### src/rtl/keypad_scan_fifo.sv
`timescale 1ns/1ps
`default_nettype none
// ============================================================================
// Module   : keypad_scan_fifo
// Purpose  : Matrix keypad scanner with press/release debounce and a key-code FIFO.
//            Optional auto-repeat while a key is held: define KEYPAD_REPEAT_EN.
// Revision : 1.0 - initial release
// ============================================================================
module keypad_scan_fifo #(
    parameter int ROWS            = 4,
    parameter int COLS            = 4,
    parameter int SCAN_CYCLES     = 4,
    parameter int DEBOUNCE_CYCLES = 8,
    parameter int FIFO_DEPTH      = 4,
    parameter int REPEAT_DELAY    = 32,
    parameter int REPEAT_PERIOD   = 16
) (
    input  logic                            clk,
    input  logic                            nRST,
    input  logic [ROWS-1:0]                 RowIn,
    output logic [COLS-1:0]                 ColOut,
    output logic                            key_valid,
    output logic [$clog2(ROWS*COLS)-1:0]    key_code,
    input  logic                            key_read,
    output logic                            key_pressed,
    output logic                            overflow,
    output logic [1:0]                      scan_state
);

    localparam int c_ROW_W  = $clog2(ROWS);
    localparam int c_COL_W  = $clog2(COLS);
    localparam int c_CODE_W = $clog2(ROWS*COLS);
    localparam int c_SCAN_W = $clog2(SCAN_CYCLES + 1);
    localparam int c_DB_W   = $clog2(DEBOUNCE_CYCLES + 1);
    localparam int c_PTR_W  = $clog2(FIFO_DEPTH);
    localparam int c_CNT_W  = c_PTR_W + 1;

    localparam logic [c_SCAN_W-1:0] c_SCAN_LAST = c_SCAN_W'(SCAN_CYCLES - 1);
    localparam logic [c_DB_W-1:0]   c_DB_LAST   = c_DB_W'(DEBOUNCE_CYCLES - 1);
    localparam logic [c_COL_W-1:0]  c_COL_LAST  = c_COL_W'(COLS - 1);
    localparam logic [c_CNT_W-1:0]  c_FULL      = c_CNT_W'(FIFO_DEPTH);

    typedef enum logic [1:0] {
        ST_SCAN       = 2'd0,
        ST_DB_PRESS   = 2'd1,
        ST_HELD       = 2'd2,
        ST_DB_RELEASE = 2'd3
    } state_t;

    state_t                 r_state;
    logic [c_COL_W-1:0]     r_col;
    logic [c_ROW_W-1:0]     r_row;
    logic [c_SCAN_W-1:0]    r_scan_cnt;
    logic [c_DB_W-1:0]      r_db_cnt;
    logic                   r_key_pressed;

    logic [c_CODE_W-1:0]    r_mem [FIFO_DEPTH];
    logic [c_PTR_W-1:0]     r_wr_ptr;
    logic [c_PTR_W-1:0]     r_rd_ptr;
    logic [c_CNT_W-1:0]     r_count;
    logic                   r_key_valid;
    logic [c_CODE_W-1:0]    r_key_code;
    logic                   r_overflow;

    logic [c_ROW_W-1:0]     w_low_row;
    logic                   w_any_low;
    logic                   w_row_bit;
    logic [c_COL_W-1:0]     w_col_next;
    logic [c_CODE_W-1:0]    w_code;
    logic                   w_accept;
    logic                   w_rep_push;
    logic                   w_push;
    logic                   w_pop;
    logic                   w_full;
    logic                   w_push_ok;
    logic                   w_drop;
    logic [c_CNT_W-1:0]     w_count_next;
    logic [c_PTR_W-1:0]     w_rd_next;
    logic [c_CODE_W-1:0]    w_head_next;

    // Lowest-index low row wins when several rows read low together.
    always_comb begin
        w_low_row = '0;
        for (int i = ROWS - 1; i >= 0; i--) begin
            if (!RowIn[i]) begin
                w_low_row = c_ROW_W'(i);
            end
        end
    end

    assign w_any_low  = ~&RowIn;
    assign w_row_bit  = RowIn[r_row];
    assign w_col_next = (r_col == c_COL_LAST) ? '0 : r_col + 1'b1;
    assign w_code     = c_CODE_W'(int'(r_row) * COLS + int'(r_col));
    assign w_accept   = (r_state == ST_DB_PRESS) && !w_row_bit && (r_db_cnt == c_DB_LAST);
    assign w_push     = w_accept || w_rep_push;

`ifdef KEYPAD_REPEAT_EN
    localparam int c_REP_MAX = (REPEAT_DELAY > REPEAT_PERIOD) ? REPEAT_DELAY : REPEAT_PERIOD;
    localparam int c_REP_W   = $clog2(c_REP_MAX + 1);

    logic [c_REP_W-1:0] r_rep_cnt;
    logic               r_rep_armed;
    logic [c_REP_W-1:0] w_rep_next;

    // First repeat waits REPEAT_DELAY, later ones REPEAT_PERIOD; paused outside HELD.
    assign w_rep_next = r_rep_cnt + 1'b1;
    assign w_rep_push = (r_state == ST_HELD) && !w_row_bit &&
                        (r_rep_armed ? (w_rep_next == c_REP_W'(REPEAT_PERIOD))
                                     : (w_rep_next == c_REP_W'(REPEAT_DELAY)));

    always_ff @(posedge clk) begin
        if (!nRST) begin
            r_rep_cnt   <= '0;
            r_rep_armed <= 1'b0;
        end else if (w_accept) begin
            r_rep_cnt   <= '0;
            r_rep_armed <= 1'b0;
        end else if ((r_state == ST_HELD) && !w_row_bit) begin
            if (w_rep_push) begin
                r_rep_cnt   <= '0;
                r_rep_armed <= 1'b1;
            end else begin
                r_rep_cnt   <= w_rep_next;
            end
        end
    end
`else
    assign w_rep_push = 1'b0;
`endif

    always_ff @(posedge clk) begin
        if (!nRST) begin
            r_state       <= ST_SCAN;
            r_col         <= '0;
            r_row         <= '0;
            r_scan_cnt    <= '0;
            r_db_cnt      <= '0;
            r_key_pressed <= 1'b0;
        end else begin
            case (r_state)
                ST_SCAN: begin
                    if (r_scan_cnt == c_SCAN_LAST) begin
                        r_scan_cnt <= '0;
                        if (w_any_low) begin
                            r_row    <= w_low_row;
                            r_db_cnt <= '0;
                            r_state  <= ST_DB_PRESS;
                        end else begin
                            r_col    <= w_col_next;
                        end
                    end else begin
                        r_scan_cnt <= r_scan_cnt + 1'b1;
                    end
                end
                ST_DB_PRESS: begin
                    if (w_row_bit) begin
                        r_db_cnt   <= '0;
                        r_scan_cnt <= '0;
                        r_col      <= w_col_next;
                        r_state    <= ST_SCAN;
                    end else if (r_db_cnt == c_DB_LAST) begin
                        r_db_cnt      <= '0;
                        r_key_pressed <= 1'b1;
                        r_state       <= ST_HELD;
                    end else begin
                        r_db_cnt <= r_db_cnt + 1'b1;
                    end
                end
                ST_HELD: begin
                    if (w_row_bit) begin
                        r_db_cnt <= '0;
                        r_state  <= ST_DB_RELEASE;
                    end
                end
                ST_DB_RELEASE: begin
                    if (!w_row_bit) begin
                        r_db_cnt <= '0;
                        r_state  <= ST_HELD;
                    end else if (r_db_cnt == c_DB_LAST) begin
                        r_db_cnt      <= '0;
                        r_key_pressed <= 1'b0;
                        r_scan_cnt    <= '0;
                        r_col         <= w_col_next;
                        r_state       <= ST_SCAN;
                    end else begin
                        r_db_cnt <= r_db_cnt + 1'b1;
                    end
                end
                default: r_state <= ST_SCAN;
            endcase
        end
    end

    // A pop frees a slot on the same edge, so a full FIFO still takes a push then.
    assign w_pop        = key_read && r_key_valid;
    assign w_full       = (r_count == c_FULL);
    assign w_push_ok    = w_push && (!w_full || w_pop);
    assign w_drop       = w_push && w_full && !w_pop;
    assign w_count_next = r_count + c_CNT_W'(w_push_ok) - c_CNT_W'(w_pop);
    assign w_rd_next    = r_rd_ptr + c_PTR_W'(w_pop);

    // The incoming code becomes the head when nothing older survives this edge.
    always_comb begin
        w_head_next = '0;
        if (w_count_next != '0) begin
            if (r_count == c_CNT_W'(w_pop)) begin
                w_head_next = w_code;
            end else begin
                w_head_next = r_mem[w_rd_next];
            end
        end
    end

    always_ff @(posedge clk) begin
        if (w_push_ok) begin
            r_mem[r_wr_ptr] <= w_code;
        end
    end

    always_ff @(posedge clk) begin
        if (!nRST) begin
            r_wr_ptr    <= '0;
            r_rd_ptr    <= '0;
            r_count     <= '0;
            r_key_valid <= 1'b0;
            r_key_code  <= '0;
            r_overflow  <= 1'b0;
        end else begin
            r_wr_ptr    <= r_wr_ptr + c_PTR_W'(w_push_ok);
            r_rd_ptr    <= w_rd_next;
            r_count     <= w_count_next;
            r_key_valid <= (w_count_next != '0);
            r_key_code  <= w_head_next;
            if (w_drop) begin
                r_overflow <= 1'b1;
            end
        end
    end

    assign ColOut      = ~(COLS'(1) << r_col);
    assign key_valid   = r_key_valid;
    assign key_code    = r_key_code;
    assign key_pressed = r_key_pressed;
    assign overflow    = r_overflow;
    assign scan_state  = r_state;

endmodule
`default_nettype wire

### config.mk
export PLATFORM = sky130hd
export DESIGN_NAME = keypad_scan_fifo
export DESIGN_NICKNAME = d
export VERILOG_FILES = /design/src/rtl/keypad_scan_fifo.sv
export SDC_FILE = /design/constraint.sdc
export NUM_CORES = 1
export LEC_CHECK = 0
export ABC_AREA = 1
export CAP_MARGIN = 20
export CORE_MARGIN = 2
export CORE_UTILIZATION = 40
export DETAILED_ROUTE_END_ITERATION = 8
export DONT_BUFFER_PORTS = 1
export PLACE_DENSITY = 0.6
export SYNTH_ARGS = -nofsm -noshare
export SYNTH_HDL_FRONTEND = slang
export SYNTH_SLANG_ARGS = --single-unit
### constraint.sdc
create_clock -name clk -period 2.9 [get_ports clk]
set_input_delay 0.435 -clock clk [delete_from_list [all_inputs] [get_ports clk]]
set_output_delay 0.435 -clock clk [all_outputs]
set_load 0.01 [all_outputs]
==> qor.csv, run 1 <==
stage;metric;value;unit
clock_network;clk_latency;0.29;ns
synth;syn_nets;266;
sta;rsz0062_at_grt;no;
critical_path;reg2reg_depth;16;
clock_network;cts_tree;built;
run;drv_cap;0;
sta;final.setup.tns;0;ns
critical_path;cp.arrival;2.75;ns
global_route;grt.total_usage;13.8;%
synth;yosysWarnings;0;
sta;fin_crit_sh;88.5;%
clock_network;post_cts_resized;0;
synth;synth_common_cells;nand2_1, inv_1, dfxtp_1, nor2_1, edfxtp_1;
synth;synth_seq_cells;43;
die;dieArea;0.00585;mm²
clock_network;clkSinkCount;43;
die;fp.dieH;76.5;µm
die;pin_count;20;
global_route;grt_pass1_wl;6.53;mm
sta;finalMaxSlewViolations;0;
sta;skew;0.00396;ns
hold_path;hold_class;in2reg;
cells_and_area;stdcell_count;323;
critical_path;startpoint;r_row[0];
cells_and_area;nets;270;
drt;drt_pass1_iterations;4;
critical_path;critPathCapture;key_code[3];
die;fp.dieW;76.5;µm
critical_path;cp_max_fo;8;
clock_network;cts_buffers;5;
sta;timing_hold_violations_final;0;
die;core.rowCount;26;
synth;yosysMostFrequentCell;nand2_1;
synth;synthArstFlopShare;0;%
synth;ys.flop_type;dfxtp_1;
clock_network;cts.htree.levels;2;
die;start_util;41.4;%
hold_path;worstHoldStart;nRST;
clock_network;ctsRootBufferMaster;clkbuf_8;
cells_and_area;post-route-util;45.1;%
drt;wl_per_cell;11.5;µm
placed_design;routabilityCongestion;0.787;
drt;vias_per_cell;4.64;
global_route;first_global_vias;1477;
drt;postRouteAntennaNets;0;
critical_path;r2r_end;key_code[3];
sta;fmax;0.390;GHz
drt;wl;3.71;mm
synth;postSynthAreaPerCell;8.48;µm²
clock_network;cts_setup_buffers;0;
sta;hold_slack;0.231;ns
critical_path;critical_path_class;reg2reg;
synth;synth_edf_count;16;
sta;worst_pin_slew;0.666;ns
synth;syn_inst;248;
clock_network;clock_path_buffers;2;
clock_network;hold_buffers;0;
critical_path;crit_path_end_kind;register;
clock_network;clk_pin_slew;0.08;ns
synth;synth_area_leaders;dfxtp_1, edfxtp_1, nand2_1, ha_1, inv_1;
global_route;grt_start_max_net_pins;15;
critical_path;r2r_start;r_row[0];
synth;yosys.area.top_type;dfxtp_1;
placed_design;dp.cells;315;
synth;yosysSeqAreaShare;48.6;%
power;p_leak;1.01;nW
drt;drt-initial-drc-count;34;
drt;drc_errors;0;
critical_path;startpoint_type;register;
die;coreArea;0.00507;mm²
drt;num_vias;1498;
critical_path;crit_required;3.09;ns
sta;fin_crit;2.57;ns
cells_and_area;num_antenna_cells;0;
global_route;grt_antenna_before_repair;0;
sta;finalSetupViolations;0;
synth;yosysTopAreaCellShare;25.7;%
global_route;gr-total-overflow;0;
synth;synth.cell_area;0.00210;mm²
sta;maxSlewHeadroom;55.3;%
status;status;finished clean;
cells_and_area;drive_gt1_share;13.0;%
power;ir_worst_vdd;313;µV
power;powerDensity;798;mW/mm²
placed_design;dp_hpwl;2.78;mm
cells_and_area;area_growth;8.87;%
placed_design;port_buffers;0;
synth;synth_cell_type_count;27;
critical_path;reg2reg_setup_slack;0.33;ns
-- worst max-delay path, cell delays in order (launching register included) --
cell,delay (ns)
dfxtp_1,0.47
inv_2,0.08
nand2_1,0.08
nand3_2,0.12
nand2_4,0.15
nand3b_4,0.09
inv_2,0.07
nand2_4,0.06
ha_1,0.27
inv_1,0.04
ha_1,0.18
fa_1,0.37
xor2_1,0.17
inv_1,0.08
nand2_1,0.05
nand2_1,0.12
nor2_1,0.07
-- cell type report --
| cell class | count | area [µm²] |
|---|---|---|
| sequential | 43 | 1020 |
| inverter | 36 | 135 |
| fill | 554 | 2790 |
| tap | 70 | 87.6 |
| clock inverter | 3 | 43.8 |
| clock buffer | 5 | 68.8 |
| multi-input combinational | 166 | 932 |
-- flip-flops by register name (all words and copies together) (netlist names), named ones only --
name and flops:
r_count 3, r_row 2, key_pressed 1, r_rd_ptr 2, r_col 2, key_valid 1, key_code 4, r_wr_ptr 2
r_db_cnt 4, r_mem 16, r_scan_cnt 3, scan_state 1, overflow 1
-- through the flow --
step | area [µm²] | worst slack, ns | total power, mW
4_1_cts | 2290 | 0.316 | 1.86
5_1_grt | 2290 | 0.0658 | 1.98
2_1_floorplan | 2100 | 0.545 | 1.26
3_5_place_dp | 2180 | 0.338 | 1.38
3_3_place_gp | 2180 | 0.404 | 1.38
6_report | 2290 | 0.335 | 1.83
-- report_power, final --
group          total [mW]  internal (mW)  switching (mW)
combinational       0.563          0.204           0.359
sequential          0.796          0.715          0.0812
clock               0.468          0.256           0.211
-- kinds of logic (layout without fill, tap and decap cells) --
| kind of cell | count (synthesis) | in the layout | share of synthesized area (%) |
|---|---|---|---|
| simple gates | 119 | 119 | 27.0 |
| flops | 43 | 43 | 48.6 |
| buf+inv | 39 | 44 | 7.08 |
| compound gates | 30 | 30 | 7.98 |
| fa+ha+maj | 11 | 11 | 6.90 |
| xor+xnor | 6 | 6 | 2.50 |
-- worst min-delay path by stage --
stage	slack, ns	depth (start not counted)	to
6_report	0.23	2	r_wr_ptr[0]
3_5_place_dp	0.46	2	r_scan_cnt[1]
5_1_grt	0.22	2	r_wr_ptr[0]
2_1_floorplan	0.44	2	r_scan_cnt[1]
3_3_place_gp	0.46	2	r_scan_cnt[1]
4_1_cts	0.22	2	r_wr_ptr[0]
-- layer usage --
metal / vias to the layer above / part of all wire (%) / GRT usage (%)
met2: 24 / 48 / 23.2
met4: 0 / 0.67 / 4.91
li1: 803 / - / -
met3: 2 / 4.8 / 4.74
met5: - / 0 / 0
met1: 669 / 47 / 16.5
-- placed cells by master (no fill, tap or decap), types with 2 or more instances in the layout --
master | netlist | routed
nand2_4 | 2 | 2
nand3_1 | 8 | 8
ha_1 | 10 | 10
nand4_1 | 3 | 3
inv_1 | 32 | 32
nor2_1 | 23 | 23
inv_2 | 4 | 4
a21oi_1 | 12 | 12
nand3_2 | 4 | 4
edfxtp_1 | 16 | 16
nand2_2 | 6 | 6
xnor2_1 | 4 | 4
or2_2 | 4 | 4
xor2_1 | 2 | 2
nand2_1 | 60 | 60
o21ai_0 | 15 | 15
clkbuf_8 | 0 | 5
nor3_1 | 6 | 6
dfxtp_1 | 27 | 27
(Power assumes the default switching activity.)
==> inputs of run 2 (changes only) <==
==> constraint.sdc (replaced) <==
create_clock -name clk -period 3.2 [get_ports clk]
set_input_delay 0.48 -clock clk [delete_from_list [all_inputs] [get_ports clk]]
set_output_delay 0.48 -clock clk [all_outputs]
set_load 0.01 [all_outputs]
==> run 2 against run 1 <==
- clock power shrank 22%
- worst hold slack gained 0.048 ns
- clock skew grew 0.0048 ns
- setup slack gained 0.28 ns
- final cell count is the same
- maximum frequency shrank 0.67%
- wire length grew 3.4%
- sequential power shrank 9.0%
- sequential share of layout area grew 0.34 points
- count of clock-buffer cells in the layout grew 2
==> qor.csv, run 2 (synthesized netlist as in run 1, its figures left out) <==
stage;metric;value;unit;change
sta;worst_pin_slew;0.684;ns;+0.0181 ns
global_route;first_global_vias;1507;;+2.0%
global_route;grt_start_max_net_pins;14;;-1
placed_design;placed_area;0.00218;mm²;unchanged
critical_path;cp_cell_sequence;inv_2, nor2_4, nand3b_4, inv_2, nand2_4, ha_1, inv_1, ha_1, fa_1, xor2_1, inv_1, nand2_1, nand2_1, nor2_1;;
critical_path;slowest_stage;dfxtp_1;;
sta;finalMaxSlewViolations;0;;unchanged
cells_and_area;layout_commonest_cell;nand2_1;;
cells_and_area;largest-register;r_mem;;
cells_and_area;area_growth;8.04;%;
sta;fin_crit_sh;80.7;%;-7.7 points
clock_network;ctsRootBufferMaster;clkbuf_8;;
power;p_comb_share;32.1;%;+1.3 points
cells_and_area;drive_gt1_share;12.6;%;-0.40 points
critical_path;critPathTopFamily;adder cells;;
sta;final.setup.tns;0;ns;unchanged
drt;drt_pass1_iterations;4;;unchanged
cells_and_area;num_antenna_cells;0;;unchanged
critical_path;max_stage_delay;0.56;ns;+0.09 ns
sta;hold_slack;0.279;ns;+0.0483 ns
drt;drc_errors;0;;unchanged
die;core.rowCount;26;;unchanged
sta;skew;0.00878;ns;+0.00482 ns
power;powerDensity;706;mW/mm²;-12%
die;dieArea;0.00585;mm²;unchanged
power;ir_worst_vdd;280;µV;-11%
drt;drt-initial-drc-count;37;;+8.8%
clock_network;cts_buffers;5;;unchanged
clock_network;post_cts_resized;0;;unchanged
die;pin_count;20;;unchanged
placed_design;port_buffers;0;;unchanged
sta;rsz0062_at_grt;no;;
cells_and_area;post-route-util;44.7;%;-0.35 points
die;coreArea;0.00507;mm²;unchanged
clock_network;clk_latency;0.30;ns;about the same
status;status;finished clean;;
critical_path;cp.arrival;2.77;ns;+0.02 ns
clock_network;cts.htree.levels;2;;unchanged
cells_and_area;largest_reg_flops;16;;unchanged
critical_path;cp_max_fo;8;;unchanged
power;p_sw;0.592;mW;-9.1%
drt;num_vias;1518;;+1.3%
drt;wl;3.84;mm;+3.4%
die;fp.dieW;76.5;µm;unchanged
cells_and_area;nets;270;;unchanged
critical_path;critical_path_class;reg2reg;;
drt;wl_per_cell;11.9;µm;+3.4%
cells_and_area;final_cell_mix;nand2_1, inv_1, dfxtp_1;;
power;internal_power;1.01;mW;-14%
power;p_leak;1.00;nW;-0.95%
power;total_power;1.60;mW;-12%
hold_path;hold_class;in2reg;;
critical_path;startpoint_type;register;;
power;sw_frac_of_total;36.9;%;+1.3 points
cells_and_area;fillers;528;;-4.7%
placed_design;preCtsSetupSlack;0.613;ns;+0.275 ns
clock_network;cts_tree;built;;
sta;fin_ws;0.617;ns;+0.283 ns
clock_network;clock_path_buffers;2;;unchanged
placed_design;routabilityCongestion;0.802;;+2.0%
global_route;grt_pass1_wl;6.90;mm;+5.7%
critical_path;crit_required;3.38;ns;+0.29 ns
placed_design;dp_hpwl;2.80;mm;+0.57%
critical_path;path_buf_inv;4;;unchanged
clock_network;hold_buffers;0;;unchanged
cells_and_area;stdcell_count;323;;unchanged
die;fp.dieH;76.5;µm;unchanged
global_route;gr-total-overflow;0;;unchanged
die;start_util;41.4;%;unchanged
power;power_frac_seq;45.2;%;+1.6 points
sta;fmax;0.387;GHz;-0.67%
drt;postRouteAntennaNets;0;;unchanged
sta;fin_crit;2.58;ns;+0.0174 ns
clock_network;clkSinkCount;43;;unchanged
run;drv_cap;0;;unchanged
sta;timing_hold_violations_final;0;;unchanged
critical_path;crit_path_end_kind;register;;
drt;vias_per_cell;4.70;;+1.3%
clock_network;cts_setup_buffers;0;;unchanged
clock_network;clk_pin_slew;0.08;ns;about the same
cells_and_area;final_cell_area;0.00227;mm²;-0.77%
power;p_clk_share;22.7;%;-2.9 points
placed_design;dp.cells;315;;unchanged
global_route;grt_antenna_before_repair;0;;unchanged
sta;maxSlewHeadroom;54.1;%;-1.2 points
sta;finalSetupViolations;0;;unchanged
global_route;grt.total_usage;14.6;%;+0.74 points
==> run 2: cell count changes in the layout (fill, tap and decap cells not counted) <==
cell       before  now
bufinv_16       1    0
clkbuf_1        0    1
clkbuf_8        5    6
clkinv_2        1    0
==> run 2: layout make-up <==
type / count / area [µm²] / share of cell area [%]
tap: 70 / 87.6 / 3.86
inverter: 36 / 135 / 5.95
clock inverter: 1 / 8.76 / 0.386
multi-input combinational: 166 / 932 / 41.0
sequential: 43 / 1020 / 45.0
clock buffer: 7 / 86.3 / 3.80
==> run 2: worst paths after layout <==
kind	start	slack, ns	cells after the start	end
setup / recovery	scan_state[0]	0.62	14	key_code[3]
hold / removal	nRST	0.28	2	r_wr_ptr[0]
setup reg to reg	scan_state[0]	0.62	14	key_code[3]
hold reg to reg	r_scan_cnt[1]	0.47	2	r_scan_cnt[1]
==> run 2: power by group through the flow <==
stage                     sequential, mW  combinational (mW)  clock, mW
after detailed placement           0.738               0.520          0
after global routing               0.736               0.609      0.399
after CTS                          0.725               0.521      0.374
after floorplan                    0.719               0.427          0
after global placement             0.736               0.517          0
final                              0.724               0.515      0.363
==> run 2: worst register-to-register path: cells and delay by family (launching register included) <==
kind | cells | cell delay (ns)
xor gates and xnor gates | 1 | 0.17
adders and majority gates | 3 | 0.83
buffers and inverters | 4 | 0.33
DFF | 1 | 0.56
and+or+nand+nor | 6 | 0.59
==> run 2: routing by layer <==
| metal | track usage, % | vias up | share of wire (%) |
|---|---|---|---|
| met5 | 0 | - | 0 |
| met4 | 5.45 | 0 | 2.2 |
| met3 | 4.98 | 9 | 5.2 |
| met2 | 23.7 | 24 | 44 |
| met1 | 17.9 | 687 | 49 |
| li1 | - | 798 | - |
==> patch 1: new RTL, flow settings as in run 1 <==
Compare `r_db_cnt` against `c_DB_LAST` with >= in place of ==.
--- a/src/rtl/keypad_scan_fifo.sv
+++ b/src/rtl/keypad_scan_fifo.sv
@@ -94,3 +94,3 @@
     assign w_code     = c_CODE_W'(int'(r_row) * COLS + int'(r_col));
-    assign w_accept   = (r_state == ST_DB_PRESS) && !w_row_bit && (r_db_cnt == c_DB_LAST);
+    assign w_accept   = (r_state == ST_DB_PRESS) && !w_row_bit && (r_db_cnt >= c_DB_LAST);
     assign w_push     = w_accept || w_rep_push;
Check against the original RTL: no difference found for any inputs over 10 cycles, from zero or initial values and one cycle with nRST low; that may be too few to reach the edited logic, so the function may still have changed.
==> patch 1 against run 1 <==
Maximum frequency fell by 2.0%. Power fell by 5.0%. Synthesized area fell by 0.89%. Highest routed layer unchanged. Setup slack lost 0.053 ns. Hold slack gained 0.011 ns. Cell area shrank 1.5%. First-iteration DRC count grew 62%. Sequential cell count is the same. Routed wire length increased by 1.9%. Count of clock-buffer cells in the layout grew 2.
==> patch 1: results (changes against run 1) <==
INFO  metric finalWeightedCongestion = 0.8000 (+1.7%)
INFO  metric ys_top_cells_by_area = dfxtp_1 (26%), edfxtp_1 (23%), nand2_1 (12%)
INFO  metric finalNonFillerCells = 332 (+2.8%)
INFO  metric sequential_element_share_of_the_synthesized_area = 0.4901 (+0.004376)
INFO  metric synth_cell_types = 25 (-7.4%)
INFO  metric path_clk_slew = 0.08 ns (about the same)
INFO  metric drt-wirelength-per-cell = 11.39 um (-0.88%)
INFO  metric cts_root_buf = clkbuf_8
INFO  metric postPlaceCellArea = 2163 um^2 (-0.58%)
INFO  metric port_buffers = 0 (unchanged)
INFO  metric synth_edf_count = 16 (unchanged)
INFO  metric fill_cells = 543 (-2.0%)
INFO  metric tot_gr_track_use = 0.1410 (+0.002626)
INFO  metric h-tree-depth = 2 (unchanged)
INFO  metric postSynthNetCount = 274 (+3.0%)
INFO  metric status = completed
INFO  metric clock_latency = 0.28 ns
INFO  metric final_layout_size_suffix_gt1_frac = 0.1069 (-0.02356)
INFO  metric drtPass1Iterations = 4 (unchanged)
INFO  metric netlist_instances = 256 (+3.2%)
INFO  metric vias = 1546 (+3.2%)
INFO  metric synth-main-ff-cell = dfxtp_1
INFO  metric synth_top_cells_by_count = nand2_1 (69), inv_1 (33), dfxtp_1 (27)
INFO  metric async_reset_ff_frac = 0 (unchanged)
INFO  metric worst_hold_path_type = input pin to flop
INFO  metric timing.clock.skew = 0.004713 ns (+0.0007525 ns)
INFO  metric post_cts_resize_count = 0 (unchanged)
INFO  metric nNetsFinal = 279 (+3.3%)
INFO  metric power_leakage = 1.015 nW (about the same)
INFO  metric largest_net_degree_at_the_start_of_global_routing = 15 (unchanged)
INFO  metric cts-buffers-inserted = 5 (unchanged)
INFO  metric max-clock-path-buffers = 2 (unchanged)
INFO  metric crit_path_max_fanout = 7 (-1)
INFO  metric antenna_cells = 0 (unchanged)
INFO  metric vdd_ir_max = 334.8 uV (+7.0%)
INFO  metric post-cts-setup-buffers = 0 (unchanged)
INFO  metric drt_iter0_drc = 55 (+62%)
INFO  metric regMostFlops = r_mem
INFO  metric place_hpwl = 2849 um (+2.3%)
INFO  metric largest_register_ff_count = 16 (unchanged)
INFO  metric wire_length_of_the_first_global_routing_pass = 6596 um (+1.1%)
INFO  metric timing.max_slew.rel_slack = 0.6168 (+0.06396)
INFO  metric worst_ep_arrival_time = 2.80 ns (+0.05 ns)
INFO  metric final.setup.tns = 0 ns (unchanged)
INFO  metric number_of_antenna_violations_at_the_first_check_in_global_routing = 0 (unchanged)
INFO  metric synth_warnings = 0 (unchanged)
INFO  metric switchingPower = 0.0006259 W (-3.8%)
INFO  metric place_inst = 324 (+2.9%)
==> patch 1: cell count changes after synthesis, moves of 2 or more <==
cell,run 1,this run
nand2_1,60,69
nor2_2,0,5
nor3_1,6,1
nand2_2,6,2
o21ai_0,15,18
clkinv_1,0,2
nand3_2,4,2
nor2_1,23,25
==> patch 1: layer usage <==
| metal | GRT usage | routed length, um | part of all wire | vias up |
|---|---|---|---|---|
| met2 | 0.2384 | 1837 | 0.49 | 36 |
| met4 | 0.04364 | 35 | 0.0093 | 0 |
| met5 | 0 | 0 | 0 | - |
| met1 | 0.1798 | 1741 | 0.46 | 692 |
| li1 | - | - | - | 814 |
| met3 | 0.03318 | 169 | 0.045 | 4 |
==> patch 1: final timing paths <==
path	cells after the start	from	slack, ns	to
setup / recovery	17	r_row[1]	0.28	key_code[0]
hold reg to reg	2	r_scan_cnt[1]	0.47	r_scan_cnt[1]
hold / removal	2	nRST	0.24	r_wr_ptr[0]
setup reg to reg	17	r_row[1]	0.28	key_code[0]
==> patch 1: layout make-up <==
class / instances / area share
multi-input cells: 172 / 0.4012
inverters: 38 / 0.06326
well taps: 70 / 0.03885
flip-flops and latches: 43 / 0.4534
clock buffers: 7 / 0.03829
repair buffers: 1 / 0.003330
clock inverters: 1 / 0.001665
==> patch 1: metrics by stage <==
step | util | hold WS [ns] | setup WS, ns
floorplan | - | 0.4442 | 0.4509
global placement | 0.4263 | 0.4577 | 0.3362
detailed placement | 0.4263 | 0.4633 | 0.1999
CTS | 0.4440 | 0.2330 | 0.1765
global route | 0.4443 | 0.2331 | 0.03007
finish | 0.4443 | 0.2425 | 0.2814
==> patch 1: power by group through the flow <==
stage | sequential, W | clock, W | combinational, W
floorplan | 0.000781 | 0 | 0.000463
global placement | 0.000793 | 0 | 0.000570
detailed placement | 0.000796 | 0 | 0.000576
global route | 0.000793 | 0.000420 | 0.000675
CTS | 0.000781 | 0.000399 | 0.000577
finish | 0.000780 | 0.000381 | 0.000575
==> patch 1: critical path: stages (launching register included) <==
cell	delay [ns]
dfxtp_1	0.37
inv_1	0.14
nand3_2	0.13
nand2_4	0.14
nand2_4	0.05
inv_2	0.05
nand2_2	0.04
nor2_2	0.11
inv_2	0.08
ha_1	0.27
inv_1	0.04
ha_1	0.19
fa_1	0.40
xor2_1	0.17
inv_1	0.07
nand2_1	0.05
nand2_1	0.13
nor2_1	0.07
==> patch 1: kinds of logic after synthesis <==
kind of cell             share of synthesized area
flip-flops                                  0.4901
AO/OA/AOI/OAI                              0.07448
buffers and inverters                      0.07568
AND/OR/NAND/NOR                             0.2691
adder cells (fa/ha/maj)                    0.06967
XOR/XNOR                                   0.02102
==> patch 2: new RTL, settings of run 1 <==
Without the edit above. Build with the macro `KEYPAD_REPEAT_EN` defined.
--- a/src/rtl/keypad_scan_fifo.sv
+++ b/src/rtl/keypad_scan_fifo.sv
@@ -8,2 +8,4 @@
 // ============================================================================
+`define KEYPAD_REPEAT_EN
+
 module keypad_scan_fifo #(
Function: no difference found for any inputs over 10 cycles, from zero or initial values and one cycle with nRST low; that may be too few to reach the edited logic, so the function may still have changed.
==> patch 2 against run 1 <==
Routed wire length up 19%. Hold slack worse by 0.0035 ns. Power up 4.9%. Maximum frequency down 6.6%. Synthesized cell count up 19%. Via count up 25%. Sequential share of layout area down 3.0 points. Cell area up 23%. Sequential cell count up 7. Synthesized area up 18%. Setup slack worse by 0.18 ns.
==> patch 2: results (changes against run 1) <==
INFO  metric vdd_ir_max = 499.6 uV (+60%)
INFO  metric pg_clk = 0.000504 W (+7.7%)
INFO  metric largest_net_degree_at_the_start_of_global_routing = 18 (+3)
INFO  metric period_share = 0.9468 (+0.06230)
INFO  metric holdWs = 0.2276 ns (-0.003455 ns)
INFO  metric place_inst = 374 (+19%)
INFO  metric timing.final.crit_period = 2.746 ns (+0.1807 ns)
INFO  metric cell_internal_power = 0.001279 W (+8.8%)
INFO  metric rrSetupSlack = 0.15 ns (-0.18 ns)
INFO  metric sequential_element_share_of_the_synthesized_area = 0.4663 (-0.01938)
INFO  metric critical-path-max-stage-delay = 0.54 ns (+0.07 ns)
INFO  metric pwr.group.combinational = 0.000534 W (-5.2%)
INFO  metric tot_gr_track_use = 0.1276 (-0.01085)
INFO  metric status = completed
INFO  metric crit_path_max_fanout = 5 (-3)
INFO  metric synth_cell_types = 35 (+30%)
INFO  metric ys_top_cells_by_area = dfxtp_1 (27%), edfxtp_1 (19%), nand2_1 (9.6%)
INFO  metric place_hpwl = 3265 um (+17%)
INFO  metric grt_pass1_vias = 1628 (+10%)
INFO  metric postPlaceCellArea = 2620 um^2 (+20%)
INFO  metric tightestPinTransition = 0.6783 ns (+0.01263 ns)
INFO  metric worst_ep_arrival_time = 2.97 ns (+0.22 ns)
INFO  metric h-tree-depth = 2 (unchanged)
INFO  metric synth_top_cells_by_count = nand2_1 (64), inv_1 (48), dfxtp_1 (34)
INFO  metric nNetsFinal = 329 (+22%)
INFO  metric finalWeightedCongestion = 0.8218 (+4.5%)
INFO  metric timing.clock.skew = 0.006980 ns (+0.003020 ns)
INFO  metric clock_latency = 0.30 ns
INFO  metric postSynthNetCount = 315 (+18%)
INFO  metric post_cts_resize_count = 1 (+1)
INFO  metric finalNonFillerCells = 385 (+19%)
INFO  metric path_clk_slew = 0.10 ns (+0.02 ns)
INFO  metric wire_length_of_the_first_global_routing_pass = 7307 um (+12%)
INFO  metric dp_worst_setup_slack = -0.02232 ns (-0.3604 ns)
INFO  metric crit_slowest_cell = fa_2
INFO  metric vias = 1873 (+25%)
INFO  metric synth_area_per_cell = 8.440 um^2 (-0.42%)
INFO  metric final_layout_size_suffix_gt1_frac = 0.1839 (+0.05344)
INFO  metric power_leakage = 1.181 nW (+16%)
INFO  metric fill_cells = 584 (+5.4%)
patch 2: cell count changes in the layout (fill, tap and decap cells not counted), sizes merged, moves of 4 or more:
cell / before / now
nor3: 7 / 0
mux2: 0 / 4
dfxtp: 27 / 34
nand3: 12 / 16
o211ai: 0 / 5
nand2: 68 / 72
nor2: 24 / 29
buf: 0 / 10
inv: 36 / 51
a211oi: 0 / 6
a21oi: 12 / 18
patch 2: per-layer routing:
layer / part of all wire / GRT usage
met2: 0.45 / 0.2053
met1: 0.49 / 0.1693
met3: 0.044 / 0.03082
met5: 0 / 0
met4: 0.012 / 0.04024
patch 2: kinds of logic after synthesis:
group,Yosys count,synth area share
flip-flops,50,0.4663
adder cells (fa/ha/maj),13,0.06834
AND/OR/NAND/NOR,122,0.2337
multiplexers,4,0.01809
AO/OA/AOI/OAI,49,0.1176
XOR/XNOR,4,0.01407
buffers and inverters,53,0.08191
patch 2: worst paths after layout:
path / endpoint / cells after the start / from
worst max-delay path: key_code[2] / 18 / r_rep_cnt[0]
worst min-delay path: r_wr_ptr[0] / 2 / nRST
worst max register to register: key_code[2] / 18 / r_rep_cnt[0]
worst min register to register: r_scan_cnt[2] / 2 / r_scan_cnt[2]
patch 2: worst max-delay path, delay by kind of cell (launching register included):
kind                       cells  cell delay, ns
AOI/OAI and AO/OA              1            0.15
adders and majority gates      4            1.20
DFF                            1            0.34
buffers and inverters          2            0.08
and+or+nand+nor               11            0.90
patch 2: layout make-up:
class                      count  area [um^2]  area share
inverter                      50        187.7     0.06684
clock buffer                   5        68.82     0.02451
tap                           75        93.84     0.03342
clock inverter                 3        48.80     0.01738
timing repair buffer          10        75.07     0.02674
multi-input combinational    192         1165      0.4149
sequential                    50         1169      0.4162
